<file path="src/rtl/cache_arbiter.sv">
// Round-robin arbiter sharing one cacheline RAM port between I-cache and D-cache.
// One grant at a time, with an idle bubble between grants.
module cache_arbiter #(
    parameter int s_addr = 32,
    parameter int s_line = 256
) (
    input  logic              clk,
    input  logic              rst,
    input  logic              i_read,
    input  logic [s_addr-1:0] i_addr,
    output logic [s_line-1:0] i_rdata,
    output logic              i_resp,
    input  logic              d_read,
    input  logic              d_write,
    input  logic [s_addr-1:0] d_addr,
    input  logic [s_line-1:0] d_wdata,
    output logic [s_line-1:0] d_rdata,
    output logic              d_resp,
    output logic              ram_read,
    output logic              ram_write,
    output logic [s_addr-1:0] ram_addr,
    output logic [s_line-1:0] ram_wdata,
    input  logic [s_line-1:0] ram_rdata,
    input  logic              ram_resp
);

    typedef enum logic [1:0] {
        IDLE,
        SERVE_I,
        SERVE_D
    } state_t;

    localparam logic LAST_I = 1'b0;
    localparam logic LAST_D = 1'b1;

    state_t state, state_next;
    logic   last, last_next;
    logic   d_req;

    assign d_req     = d_read | d_write;
    assign i_rdata   = ram_rdata;
    assign d_rdata   = ram_rdata;
    assign ram_wdata = d_wdata;

    always_ff @(posedge clk or negedge rst) begin
        if (!rst) begin
            state <= IDLE;
            last  <= LAST_D;
        end else begin
            state <= state_next;
            last  <= last_next;
        end
    end

    always_comb begin
        state_next = state;
        last_next  = last;
        ram_read   = 1'b0;
        ram_write  = 1'b0;
        ram_addr   = '0;
        i_resp     = 1'b0;
        d_resp     = 1'b0;
        unique case (state)
            IDLE: begin
                if (i_read && (!d_req || last == LAST_D)) begin
                    state_next = SERVE_I;
                    last_next  = LAST_I;
                end else if (d_req) begin
                    state_next = SERVE_D;
                    last_next  = LAST_D;
                end
            end
            SERVE_I: begin
                // A dropped request abandons the grant without a response
                if (!i_read) begin
                    state_next = IDLE;
                end else begin
                    ram_read = 1'b1;
                    ram_addr = i_addr;
                    i_resp   = ram_resp;
                    if (ram_resp) state_next = IDLE;
                end
            end
            SERVE_D: begin
                if (!d_req) begin
                    state_next = IDLE;
                end else begin
                    ram_write = d_write;
                    ram_read  = d_read & ~d_write;
                    ram_addr  = d_addr;
                    d_resp    = ram_resp;
                    if (ram_resp) state_next = IDLE;
                end
            end
            default: state_next = IDLE;
        endcase
    end

endmodule

</file>
<file path="config.mk">
export PLATFORM = sky130hd
export DESIGN_NAME = cache_arbiter
export DESIGN_NICKNAME = d
export VERILOG_FILES = /design/src/rtl/cache_arbiter.sv
export SDC_FILE = /design/constraint.sdc
export NUM_CORES = 1
export LEC_CHECK = 0
export ABC_CLOCK_PERIOD_IN_PS = 2100
export CAP_MARGIN = 40
export CORE_AREA = 10 10 535 537
export DETAILED_ROUTE_END_ITERATION = 6
export DIE_AREA = 0 0 545 547
export SLEW_MARGIN = 20
export SYNTH_ARGS = -nofsm -noshare
export SYNTH_HDL_FRONTEND = slang
export SYNTH_SLANG_ARGS = --single-unit
</file>
<file path="constraint.sdc">
create_clock -name clk -period 2.1 [get_ports clk]
set_input_delay 0.42 -clock clk [delete_from_list [all_inputs] [get_ports clk]]
set_output_delay 0.42 -clock clk [all_outputs]
set_load 0.1 [all_outputs]
</file>
==> summary.md, run 1 <==
| Metric | Value |
|---|---|
| Power Density | `a little over 600 mW/mm^2` |
| Largest net degree at the start of global routing | `20` |
| Area after DPL | `0.00707 sq mm` |
| CP peak stage delay | `between 300 and 400 ps` |
| Status | `finished, violations left` |
| Post-synth EDFFs | `0` |
| Violated checks | `negative setup slack` |
| Final Non-Filler Cells | `3933` |
| RSZ-0062 raised after global routing | `yes` |
| Diode count | `0` |
| Cells along the critical path | `buf_6, ha_4, and2_4, buf_6, buf_16, a22oi_2, nor2b_4, buf_12` |
| Initial Utilization | `roughly 2.4%` |
| Final nets | `816` |
| Crit path to | `ram_addr[28]` |
| Leakage power | `1.10 nW` |
| Reg2reg end | `state[0]$_DFFE_PN0P_` |
| Final Hold Viols | `0` |
| Reg2reg setup slack | `440 ps` |
| WP data arrival | `1790 ps` |
| WP depth | `8` |
| Kind of critical path | `flip-flop to output pin` |
| Die footprint | `just under 0.3 sq mm` |
| Synth cell types | `25` |
| Avg Inst Size Synth | `approximately 7.5 sq um` |
| Synthesis Warnings | `0` |
| Drt first pass iters | `4` |
| Share of cells above drive strength 1 | `60.5%` |
| Drt wl/cell | `50.5 microns` |
| Clk pin slew, worst setup/hold paths | `30 ps` |
| Synth top cells by count | `771 x buf_4, 33 x nor2b_1, 32 x a22oi_1, 5 x ha_1` |
| Routed WL | `198000 microns` |
| Worst-Margin Slew | `516 ps` |
| Top-Level Pins | `1386` |
| Final Max Tran Viols | `0` |
| Area leader, netlist | `buf_4` |
| Setup violations, final | `33` |
| Hold Path Class | `primary input to asynchronous set/reset pin` |
| Vias per std cell | `0.881` |
| Final period utilization | `105%` |
| Worst reg2reg path startpoint | `state[0]$_DFFE_PN0P_` |
| Synth top area share | `between 80% and 90%` |
| Post-synthesis cell count | `between 800 and 900` |
| Post-placement cell count | `3918` |
| 1st-iter DRT viols | `147` |
| Area of the core | `0.276 sq mm` |
| Synth-to-Final Area Change | `15.9%` |
| Tmin final | `approximately 2200 ps` |
| Die width | `545 microns` |
| Final GP Congestion | `0.723` |
| Cell Rows | `about 190` |
| Number of CTS-inserted buffers | `3` |
| CP Launch Type | `flip-flop` |
| Total power | `0.00471 W` |
| Most frequent cell on the critical path | `buf_6` |
| Synth async-reset ratio | `100%` |
| Slowest-stage cell, CP | `dfrtp_1` |
| Critical path origin | `state[0]$_DFFE_PN0P_` |
| Worst setup skew after layout | `0.457 ps` |
| Global-route usage over all layers | `12.6%` |
| Sequential area share after synthesis | `around 1.2%` |
| WP buf/inv | `4` |
| Clk_lat worst skew | `~220 ps` |
| Clock buffer depth | `2` |
| F_max | `~450 MHz` |
| Post-synthesis cell area | `0.00657 sq mm` |
| Total grt overflow | `0` |
| Final instance area | `0.00761 sq mm` |
| Pre-CTS worst setup slack | `-502 ps` |
| IO buf count | `105` |
| Setup ws final | `-107 ps` |
| CTS tree | `built` |
| Reg2Reg Depth | `8` |
| H-tree Lvls | `1` |
| Via count | `3465` |
| # fillers | `32827` |
| Clock Sinks | `3` |
| Most numerous cell in the Yosys netlist | `buf_4` |
| Hpwl dp | `193000 microns` |
| Seq cells post-synth | `3` |
| Mapped Nets | `1461` |
| WP data required | `1680 ps` |
| Worst-path maximum fanout | `7` |
| Clk root buf | `clkbuf_16` |
| First-pass GRT wire length | `slightly above 200000 microns` |
| Crit-path leading delay family | `buffers and inverters` |
| Endpoint type of the worst setup path | `output pin` |
| Setup TNS | `-2110 ps` |
| Largest cells by area after synthesis | `buf_4 88%, a22oi_1 3.7%, nor2b_1 3.1%` |
| Vias in the first global route | `around 3400` |
| DRT antenna net count | `0` |
| Worst vdd ir | `0.450 mV` |
| Hold buffers post-CTS | `0` |
| Initial antenna violation count | `31` |
| Die height | `547 microns` |
| Slew headroom | `65.5%` |
| Maxcap violations | `0` |
| # DRC | `0` |
| Top FF cell, synth | `dfrtp_1` |
area by class of cell:
| class | count | area [sq um] | share of cell area [%] |
|---|---|---|---|
| inverter | 2 | 7.51 | 0.0986 |
| sequential | 3 | 76.3 | 1.00 |
| multi-input combinational | 91 | 1020 | 13.4 |
| clock buffer | 4 | 78.8 | 1.04 |
| timing repair buffer | 128 | 1800 | 23.6 |
| tap | 3705 | 4640 | 60.9 |
registers in the layout, indices dropped and copies added (netlist names):
register,flops
state,2
last,1
metrics by stage:
stage               utilization [%]  hold slack [ps]
floorplan                         -              124
global placement               2.56              501
detailed placement             2.56              502
CTS                            2.76              446
global route                   2.76              451
finish                         2.76              449
power breakdown:
part | internal [W] | switching, W | leakage, nW | total [W]
clock | 0.000251 | 0.0000525 | 0.0382 | 0.000303
sequential | 0.0000946 | 0.0000284 | 0.0362 | 0.000123
combinational | 0.00186 | 0.00242 | 1.03 | 0.00428
metal layers:
| layer | wire length [microns] | GRT usage (%) | vias to the layer above | share of wire [%] |
|---|---|---|---|---|
| met3 | 96200 | 28.9 | 273 | 48 |
| met1 | 9830 | 1.73 | 898 | 5.0 |
| met5 | 404 | 0.978 | - | 0.20 |
| met4 | 8920 | 4.35 | 6 | 4.5 |
| met2 | 83100 | 18.9 | 1649 | 42 |
| li1 | - | - | 639 | - |
logic make-up after synthesis:
logic type                 count (synthesis)  share of synthesized area [%]
AOI/OAI and AO/OA                         41                           4.70
adders and majority gates                  5                          0.952
buffers and inverters                    780                           88.9
DFF                                        3                           1.16
and+or+nand+nor                           45                           4.29
how the worst min path moves through the flow:
stage,from,slack (ps),cells past startpoint,to
final,rst,450,1,state[0]$_DFFE_PN0P_
after floorplan,rst,120,0,state[0]$_DFFE_PN0P_
after CTS,rst,450,1,state[1]$_DFFE_PN0P_
after detailed placement,last$_DFFE_PN1P_,500,2,last$_DFFE_PN1P_
after global placement,last$_DFFE_PN1P_,500,2,last$_DFFE_PN1P_
after global routing,rst,450,1,state[0]$_DFFE_PN0P_
worst reg2reg max path: cells and delay by family (launching register included):
family | cells | cell delay [ps]
fa+ha+maj | 1 | 150
simple gates | 1 | 160
compound gates | 2 | 290
flops | 1 | 390
buf+inv | 4 | 540
what timing repair did:
action / CTS / global route
pin swaps: 10 / 2
gates resized for setup: 61 / 3
endpoints found under the setup margin: 34 / 33
cloned: 6 / 1
setup buffers: 5 / 0
placed cells by master, fill, tap and decap left out, types with 2 or more instances in the layout:
cell type        synthesis  final
inv_2                    0      2
buf_4                  771      7
dlygate4sd2_1            0      2
o21a_4                   0      2
clkdlybuf4s50_1          0     66
nor2b_2                  0     14
and3_1                   2      2
buf_16                   0      5
o21ai_0                  3      3
ha_2                     0      2
buf_6                    2      3
dfrtp_1                  2      2
a22oi_2                  0     32
nand2_1                  3      3
clkbuf_16                0      4
ha_1                     5      2
buf_12                   0     43
nor2b_4                  0     18
No activity file was read; power rests on OpenSTA's default activity.
==> inputs of run 2 (changes only) <==
ABC_AREA = 0   (was unset)
CELL_PAD_IN_SITES_DETAIL_PLACEMENT = 1   (was unset)
CELL_PAD_IN_SITES_GLOBAL_PLACEMENT = 1   (was unset)
CORE_AREA = 10 10 532 534   (was 10 10 535 537)
DIE_AREA = 0 0 542 544   (was 0 0 545 547)
PLACE_DENSITY_LB_ADDON = 0.1   (was unset)
==> run 2 against run 1 <==
Compared with the run above:
- the run still ends with negative setup slack left
- register-to-register slack worse by 190 ps
- wire length decreased by 63%
- power is 10% higher
- core utilization about the same
- via count down 25%
- die area down 1.1%
- clock skew increased by 0.60 ps
- clock-buffer cell count unchanged
- critical path depth is 1 lower
- largest power group unchanged
- worst setup slack got worse by 76 ps
- sequential power up 13%
==> summary.md, run 2 (synthesis gave the netlist of run 1 again) <==
| Metric | Value |
|---|---|
| Status | `finished, violations left` |
| Violated checks | `negative setup slack` |
| Synth-to-Final Area Change | `15.0%` |
| Setup ws final | `-183 ps` |
| Total grt overflow | `0` |
| Final Max Tran Viols | `0` |
| IO buf count | `105` |
| Vias in the first global route | `2944` |
| Worst vdd ir | `0.387 mV` |
| Share of cells above drive strength 1 | `a little over three fifths` |
| Crit-path leading delay family | `buffers and inverters` |
| Clk pin slew, worst setup/hold paths | `~30 ps` |
| Largest net degree at the start of global routing | `25` |
| Vias per std cell | `0.677` |
| WP data arrival | `roughly 1900 ps` |
| Top reg by flops | `state` |
| Tmin final | `2280 ps` |
| F_max | `438 MHz` |
| Area after DPL | `0.00697 sq mm` |
| Setup violations, final | `33` |
| Hold buffers post-CTS | `0` |
| Area of the core | `0.272 sq mm` |
| Leakage power | `1.16 nW` |
| Hold Path Class | `primary input to asynchronous set/reset pin` |
| Final period utilization | `109%` |
| Clk root buf | `clkbuf_16` |
| Global-route usage over all layers | `4.51%` |
| Reg2reg setup slack | `250 ps` |
| Max reg flops | `2` |
| Worst-Margin Slew | `~320 ps` |
| Cells along the critical path | `inv_2, ha_4, o21a_4, buf_4, a22oi_2, nor2b_2, buf_12` |
| CP peak stage delay | `430 ps` |
| Die width | `542 microns` |
| Number of CTS-inserted buffers | `3` |
| Slowest-stage cell, CP | `dfrtp_2` |
| CP Launch Type | `flip-flop` |
| Routed WL | `72600 microns` |
| Worst-path maximum fanout | `6` |
| Final instance area | `0.00755 sq mm` |
| Endpoint type of the worst setup path | `output pin` |
| WP data required | `1680 ps` |
| Clock buffer depth | `2` |
| Biggest regs | `state x2, last x1` |
| H-tree Lvls | `1` |
| Die height | `approximately 540 microns` |
| Initial antenna violation count | `1` |
| RSZ-0062 raised after global routing | `yes` |
| 1st-iter DRT viols | `106` |
| Via count | `2591` |
| Commonest non-fill, non-tap cell in the layout | `clkdlybuf4s50_1` |
| Cell Rows | `192` |
| Power Density | `686 mW/mm^2` |
| Slew headroom | `roughly four fifths` |
| WP buf/inv | `3` |
| Commonest non-fill, non-tap cells in the layout | `66 x clkdlybuf4s50_1, 40 x buf_12, 32 x a22oi_2` |
| # fillers | `32614` |
| Reg2Reg Depth | `9` |
| Clock Sinks | `3` |
| Hold Worst Slack | `398 ps` |
| Die footprint | `0.295 sq mm` |
| Drt wl/cell | `roughly 19 microns` |
| Final nets | `825` |
| Post-placement cell count | `3809` |
| Worst setup skew after layout | `approximately 1.1 ps` |
| Final Hold Viols | `0` |
| Final Non-Filler Cells | `between 3000 and 4000` |
| Top-Level Pins | `about 1400` |
| Kind of critical path | `flip-flop to output pin` |
| Clk_lat worst skew | `around 220 ps` |
| # DRC | `0` |
| DRT antenna net count | `0` |
| Initial Utilization | `~2.4%` |
| Final GP Congestion | `around 0.57` |
| Drt first pass iters | `5` |
| Hpwl dp | `66100 microns` |
| Post-layout util | `2.77%` |
| Maxcap violations | `0` |
| Reg2reg end | `state[1]$_DFFE_PN0P_` |
| CTS tree | `built` |
| Worst reg2reg path startpoint | `state[1]$_DFFE_PN0P_` |
| First-pass GRT wire length | `78500 microns` |
## run 2: cell count changes in the layout (fill, tap and decap cells not counted), sizes merged
| cell | delta |
|---|---|
| clkdlybuf4s15 | -1 |
| clkbuf | +1 |
| dlygate4sd2 | +1 |
| buf | +8 |
| diode | +1 |
## run 2: per-stage QoR
stage | power (W) | setup TNS, ps | worst slack, ps
2_1_floorplan | 0.00924 | -3660 | -229
3_3_place_gp | 0.00399 | -13030 | -448
3_5_place_dp | 0.00397 | -12290 | -413
4_1_cts | 0.00470 | -6230 | -218
5_1_grt | 0.00546 | -6850 | -232
6_report | 0.00518 | -4450 | -183
## run 2: layout make-up
cell class	count	area, sq um	area share (%)
antenna	1	2.50	0.0331
inverter	2	7.51	0.0994
multi-input combinational	91	1060	14.1
sequential	3	78.8	1.04
timing repair buffer	137	1830	24.3
clock buffer	4	78.8	1.04
tap	3589	4490	59.5
## run 2: worst max-delay path by stage
stage / start / to / slack, ps / cells past startpoint
after floorplan: state[1]$_DFFE_PN0P_ / ram_addr[5] / -230 / 7
after global placement: i_read / ram_addr[30] / -450 / 6
after detailed placement: i_read / ram_addr[27] / -410 / 6
after CTS: state[1]$_DFFE_PN0P_ / ram_addr[8] / -220 / 8
after global routing: state[0]$_DFFE_PN0P_ / ram_addr[8] / -230 / 7
final: state[0]$_DFFE_PN0P_ / ram_addr[8] / -180 / 7
## run 2: power by group
group          internal [W]  leakage (nW)  total [W]  switching [W]
Clock              0.000250        0.0382   0.000299      0.0000491
Sequential        0.0000982        0.0336   0.000139      0.0000408
Combinational       0.00210          1.09    0.00474        0.00264
Total               0.00245          1.16    0.00518        0.00273
## run 2: what timing repair did
item                                   CTS  global route
setup buffers                            2             6
setup endpoints to repair               36            33
gates cloned                             4             3
pin swaps                                5            22
resized for setup                       40            28
endpoints found under the hold margin    0             0
## run 2: routing by layer
metal  vias up  wire, microns  track usage, %
met5         -            248           0.737
met4         8           5250            2.78
met3       301          27400            8.11
met2       735          30600            6.76
met1       886           9110            1.53
li1        661              -               -
## run 2: worst register-to-register path, cell delays in order, from the launching register on
cell       delay (ps)
dfrtp_2           420
buf_6             130
ha_4              150
o21a_4            140
buf_12            150
clkbuf_16         180
buf_4             140
buf_4             140
o211ai_1          170
nand3_1           100
